==> src/rtl/mem_bus_arbiter.sv <==
// mem_bus_arbiter: shares one memory port between the CPU and a DMA/boot-loader
// requester. Registered grants, burst limit against starvation, and a mandatory
// idle cycle between owners.
// Optional macro ARB_ROUND_ROBIN_EN: the IDLE tie-break favours the requester that
// did not own the bus last. When it is undefined, the CPU has fixed priority.
module mem_bus_arbiter #(
    parameter int unsigned ADDR_W    = 8,
    parameter int unsigned DATA_W    = 8,
    parameter int unsigned MAX_BURST = 4
) (
    input  logic              clk,
    input  logic              reset,
    input  logic              cpu_req,
    input  logic [ADDR_W-1:0] cpu_addr,
    input  logic [DATA_W-1:0] cpu_wdata,
    input  logic              cpu_write,
    output logic              cpu_gnt,
    input  logic              dma_req,
    input  logic [ADDR_W-1:0] dma_addr,
    input  logic [DATA_W-1:0] dma_wdata,
    input  logic              dma_write,
    output logic              dma_gnt,
    output logic [ADDR_W-1:0] mem_addr,
    output logic [DATA_W-1:0] mem_wdata,
    output logic              mem_write,
    input  logic [DATA_W-1:0] mem_rdata,
    output logic [DATA_W-1:0] cpu_rdata,
    output logic [DATA_W-1:0] dma_rdata
);

    localparam int unsigned CNT_W = $clog2(MAX_BURST + 1);
    localparam logic [CNT_W-1:0] CNT_LIMIT = CNT_W'(MAX_BURST - 1);
    localparam logic [CNT_W-1:0] CNT_SAT   = CNT_W'(MAX_BURST);

    typedef enum logic [1:0] {
        StIdle,
        StOwnCpu,
        StOwnDma
    } state_t;

    state_t           state;
    logic [CNT_W-1:0] burst_cnt;
    logic             at_limit;
    logic             cnt_sat;
    logic             pick_cpu;

    // A saturated count is still at the limit, so a long solo owner yields as soon
    // as the other requester shows up.
    assign at_limit = (burst_cnt >= CNT_LIMIT);
    assign cnt_sat  = (burst_cnt == CNT_SAT);

`ifdef ARB_ROUND_ROBIN_EN
    logic last_dma;  // 1: DMA was the most recent owner

    // Tie-break towards whoever did not own the bus last
    assign pick_cpu = cpu_req && (!dma_req || last_dma);
`else
    // Fixed CPU priority
    assign pick_cpu = cpu_req;
`endif

    // Arbitration FSM with registered grants and burst counter
    always_ff @(posedge clk) begin
        if (reset) begin
            state     <= StIdle;
            cpu_gnt   <= 1'b0;
            dma_gnt   <= 1'b0;
            burst_cnt <= '0;
`ifdef ARB_ROUND_ROBIN_EN
            last_dma  <= 1'b1;
`endif
        end else begin
            unique case (state)
                StIdle: begin
                    burst_cnt <= '0;
                    if (pick_cpu) begin
                        state   <= StOwnCpu;
                        cpu_gnt <= 1'b1;
                    end else if (dma_req) begin
                        state   <= StOwnDma;
                        dma_gnt <= 1'b1;
                    end
                end
                StOwnCpu: begin
                    if (!cpu_req || (at_limit && dma_req)) begin
                        state     <= StIdle;
                        cpu_gnt   <= 1'b0;
                        burst_cnt <= '0;
`ifdef ARB_ROUND_ROBIN_EN
                        last_dma  <= 1'b0;
`endif
                    end else if (!cnt_sat) begin
                        burst_cnt <= burst_cnt + CNT_W'(1);
                    end
                end
                StOwnDma: begin
                    if (!dma_req || (at_limit && cpu_req)) begin
                        state     <= StIdle;
                        dma_gnt   <= 1'b0;
                        burst_cnt <= '0;
`ifdef ARB_ROUND_ROBIN_EN
                        last_dma  <= 1'b1;
`endif
                    end else if (!cnt_sat) begin
                        burst_cnt <= burst_cnt + CNT_W'(1);
                    end
                end
                default: begin
                    state     <= StIdle;
                    cpu_gnt   <= 1'b0;
                    dma_gnt   <= 1'b0;
                    burst_cnt <= '0;
                end
            endcase
        end
    end

    // Route the owner's request to memory; nothing is driven without an owner and a
    // write strobe never escapes during reset.
    always_comb begin
        mem_addr  = '0;
        mem_wdata = '0;
        mem_write = 1'b0;
        if (cpu_gnt) begin
            mem_addr  = cpu_addr;
            mem_wdata = cpu_wdata;
            mem_write = cpu_write;
        end else if (dma_gnt) begin
            mem_addr  = dma_addr;
            mem_wdata = dma_wdata;
            mem_write = dma_write;
        end
        if (reset) begin
            mem_write = 1'b0;
        end
    end

    assign cpu_rdata = mem_rdata;
    assign dma_rdata = mem_rdata;

endmodule
==> config.mk <==
export PLATFORM = sky130hd
export DESIGN_NAME = mem_bus_arbiter
export DESIGN_NICKNAME = d
export VERILOG_FILES = /design/src/rtl/mem_bus_arbiter.sv
export SDC_FILE = /design/constraint.sdc
export NUM_CORES = 1
export LEC_CHECK = 0
export BUFFER_PORTS_ARGS = -buffer_cell sky130_fd_sc_hd__buf_4
export CAP_MARGIN = 20
export CORE_ASPECT_RATIO = 1.5
export CORE_UTILIZATION = 37
export CTS_CLUSTER_DIAMETER = 200
export DETAILED_ROUTE_END_ITERATION = 6
export MAX_ROUTING_LAYER = met4
export PLACE_DENSITY = 0.85
export SETUP_SLACK_MARGIN = 0.1
export SYNTH_ARGS = -nofsm -noshare
export SYNTH_HDL_FRONTEND = slang
export SYNTH_SLANG_ARGS = --single-unit
==> constraint.sdc <==
create_clock -name clk -period 4.5 [get_ports clk]
set_input_delay 0.9 -clock clk [delete_from_list [all_inputs] [get_ports clk]]
set_output_delay 0.9 -clock clk [all_outputs]
set_load 0.01 [all_outputs]
Word level (Yosys, flattened, before mapping)
Index checks and enable logic that the tools add are counted.

Bits in registers: 7. Input bits: 46. Word-level logic and storage cells: 50. Output and inout port bits: 35.

Magnitude comparators: 1. Muxes and demuxes: 23. Eq/ne operators: 9. Reduce and logical (&&, ||, !) cells: 10. Add/sub/neg operators: 1. Bitwise logic cells: 2.

Operators by type and width (number): 8-bit two-way mux (4); 2-bit inequality test, second input constant (5); 3-bit two-way mux (3); 1-bit two-way mux (8); 2-bit two-way mux (4); 1-bit case mux with 3 select lines (2); 2-bit case mux with 3 select lines (1); 3-bit case mux with 2 select lines (1); 3-bit AND reduction (2); 4-bit AND reduction (1); 3-bit by 1-bit adder with 3-bit output, second input constant (1); 3-bit equality test, second input constant (1); 3-bit by 2-bit greater-or-equal comparator with 1-bit output, second input constant (1); 3-bit inequality test, second input constant (1); 2-bit by 1-bit equality test with 1-bit output, second input constant (1); 2-bit equality test, second input constant (1); 1-bit logical AND (2); 1-bit logical NOT (2); 2-bit logical NOT (1); 1-bit logical OR (2); 1-bit NOT (2).

Logic depth before layout (Yosys ltp)
Word-level depth: 5. Depth in mapped cells: 6. Mapped depth without buffers: 6.

Least setup slack after synthesis
OpenSTA, ideal clock, no wires.

Path kind: input-to-output. Start: in cpu_addr[0]. End: out mem_addr[0]. Slack: 2.457 ns. Data required time: 3.600 ns. Stages on the path: 1. Arrival: 1.143 ns. Cells stage by stage: a22o_1.

Longest elaborated chain between the ends: 1.

Ends and longest elaborated chain: start: declaration (RTL line 14) `input logic [ADDR_W-1:0] cpu_addr,`; 8-bit two-way mux (RTL line 124) `if (cpu_gnt) begin`; end: declaration (RTL line 23) `output logic [ADDR_W-1:0] mem_addr,`.

Every way passes these cells.

Worst setup path after layout
Start: reg cpu_gnt. End: out mem_write.

Longest elaborated chain between the ends: 2.

Ends and longest elaborated chain: start: declaration (RTL line 17) `output logic cpu_gnt,`; start signal: assignment (RTL line 66) `cpu_gnt <= 1'b0;`; start signal: assignment (RTL line 78) `cpu_gnt <= 1'b1;`; start signal: assignment (RTL line 87) `cpu_gnt <= 1'b0;`; 1-bit two-way mux (RTL line 124); 1-bit two-way mux (RTL line 133) `if (reset) begin`; end: declaration (RTL line 25) `output logic mem_write,`.

Every way passes these cells.

==> results.toml <==
[power_and_ir_drop]
comb_power_share_pct = 52.7
p_int_w = 0.000190
p_per_area_mw_per_mm2 = 272
finalPower_w = 0.000296
p_seq_share_pct = 27.0
leakagePower_nw = 0.558
power.switching_w = 0.000106
p_clk_share_pct = 20.4
vdd.ir_drop.worst_mv = 0.183
swShare_pct = 35.9

[grt]
antenna_found_initial = 0
grt_pass1_wl_um = 3300
grt_max_degree = 21
grt-ovfl-total = 0
grt_usage_pct = 21.0
grt_pass1_vias = 818

[cts]
worstSkewPairLatency_ps = 260
cts.path.max_buffers = 2
cts_setup_buffers = 0
cts-hold-fix-buffers = 0
post_cts_resized = 0
cts_max_level = 1
cts.clk_slew.worst_paths_ps = 60
tritoncts = "done"
root_buffer = "clkbuf_4"
numCtsBuffers = 3
cts.sinks = 7

[layout]
fillCellCount = 177
fin_nets = 184
num_antenna_cells = 0
areaGrowthSynthToFinish_pct = 43.0
multiInputGateArea_sq_um = 450
seq_area_sq_um = 140
drive_above_1_share_pct = 48.9

[setup_path]
required_ps = 3600
slowest_delay_ps = 900
critPathArrivalTime_ps = 2140
slowest_stage = "nor2b_1"
crit_type = "reg -> out"
setup.worst_path.start_class = "flop"
critical_path.cell_chain = "nor2b_1 > a22oi_1 > nor2_1 > buf_4"
path_max_fanout = 20
end_kind = "output port"
reg2regPathDepth = 6

[synthesis]
synth_ff_type = "dfxtp_1"
ys_ff_latch = 7
yosys_warnings = 0
synth_area_sq_um = 759
synth-seq-area-share_pct = 18.5
yosys-top-cells-area = "a22o_1 18%, dfxtp_1 18%, buf_4 16%, ha_1 9.9%, a21oi_1 4.6%"
synth-adder-area-share_pct = 9.88
synth_common_cells = "16 x a22o_1, 16 x buf_4, 7 x a21oi_1, 7 x dfxtp_1"
synthSimpleGateAreaFrac_pct = 12.4
netlist.area_leader.share_pct = 18.5
syn_nets = 145
synth_top_family_by_area = "compound AO/OA/AOI/OAI gates"
ys_types = 24
yosysTopAreaCell = "a22o_1"
synth_compound_area_share_pct = 35.9
synth-edff-count = 0
synth-xor-area-share_pct = 1.15
syn_area_per_cell_sq_um = 8.17
syn_inst = 93
synth.area.mux_share_pct = 0
async_flop_share_pct = 0

[timing]
slew_headroom_pct = 29.8
timing.final.ws_setup_ps = 1460
finClkSkew_ps = 2.87
setup_violations = 0
hold_violations = 0
maxSlewViolCount = 0
worst_slew_pin_slew_ps = 1050
fmax_ghz = 0.329
setup_tns_ps = 0
hold_ws_ps = 509
period_minus_slack_ps = 3040
rsz0062_at_grt = "false"
fin_crit_sh_pct = 67.5

[place]
gp_congestion = 0.812
io_buffer_count = 56
post-dp-hpwl_um = 1840
dp_slack_ps = 1800

[detailed_routing]
wirelength_um = 2370
drtIter0Drc = 13
wl_per_cell_um = 15.6
num_vias = 840
ant_nets = 0
vias_per_cell = 5.53
dr.pass1.iters = 4
drc = 0

[floorplanning]
die_h_um = 57.5
ios = 81
rows = 19
chipWidth_um = 39.0
initial_core_util_pct = 40.4
core-area_sq_mm = 0.00188
die_area_sq_mm = 0.00224

[run]
drv_cap = 0

[min_path]
hold_class = "reg -> reg"
whs_path_depth = 1

[run_status]
status = "finished clean"
-- flip-flops by register name, indices dropped and copies added (netlist names) --
| name | cells |
|---|---|
| burst_cnt | 3 |
| cpu_gnt | 1 |
| dma_gnt | 1 |
| state | 2 |
-- power by group through the flow --
stage | registers (W) | clock network (W) | logic (W)
floorplan | 0.0000741 | 0 | 0.000100
global placement | 0.0000797 | 0 | 0.000152
detailed placement | 0.0000806 | 0 | 0.000154
CTS | 0.0000793 | 0.0000605 | 0.000156
global route | 0.0000810 | 0.0000614 | 0.000168
finish | 0.0000797 | 0.0000602 | 0.000156
-- path summary, 6_finish.rpt --
path                                               from                    end  slack, ps
worst max-delay path               cpu_gnt$_SDFFE_PP0P_              mem_write       1460
worst max register to register  burst_cnt[0]$_SDFF_PP0_  state[0]$_SDFFE_PP0P_       2810
worst min-delay path              state[0]$_SDFFE_PP0P_  state[0]$_SDFFE_PP0P_        510
worst min register to register    state[0]$_SDFFE_PP0P_  state[0]$_SDFFE_PP0P_        510
-- placed cells by master, fill, tap and decap left out, types with 2 or more instances in the layout --
master,count
dfxtp_1,7
a211o_2,2
nor4b_1,2
clkbuf_4,3
inv_1,6
a21o_1,2
o22ai_1,2
and3_1,3
a22o_1,16
nand2_1,5
buf_4,56
nor2_1,2
ha_1,6
a21oi_1,7
nor3_1,3
-- worst max-delay path, delay by kind of cell (launching register included) --
family,cells,cell delay [ps]
compound gates,1,140
buf+inv,1,140
flops,1,510
simple gates,2,1090
-- through the flow --
stage / utilization (%) / instances / cell area [sq um]
6_report: 57.8 / 152 / 1090
3_3_place_gp: 56.4 / 148 / 1060
5_1_grt: 57.8 / 152 / 1090
2_1_floorplan: - / 93 / 759
4_1_cts: 57.8 / 152 / 1090
3_5_place_dp: 56.4 / 148 / 1060
-- final cells by class --
class                      count  share of cell area [%]
sequential                     7                    12.9
tap                           21                    2.42
clock buffer                   4                    2.42
multi-input combinational     58                    41.5
timing repair buffer          56                    38.7
inverter                       6                    2.07
-- logic make-up after synthesis --
group	after synthesis
AO/OA/AOI/OAI	34
buffers and inverters	28
flip-flops	7
AND/OR/NAND/NOR	17
adder cells (fa/ha/maj)	6
XOR/XNOR	1
-- metal layers --
| metal | vias up | part of all wire, % | track usage (%) |
|---|---|---|---|
| met5 | - | 0 | - |
| met4 | 0 | 1.7 | 8.37 |
| met3 | 5 | 20 | 12.1 |
| met2 | 67 | 45 | 34.3 |
| met1 | 365 | 34 | 19.3 |
| li1 | 403 | - | - |
Note: power is estimated with default switching activity, not from simulation.
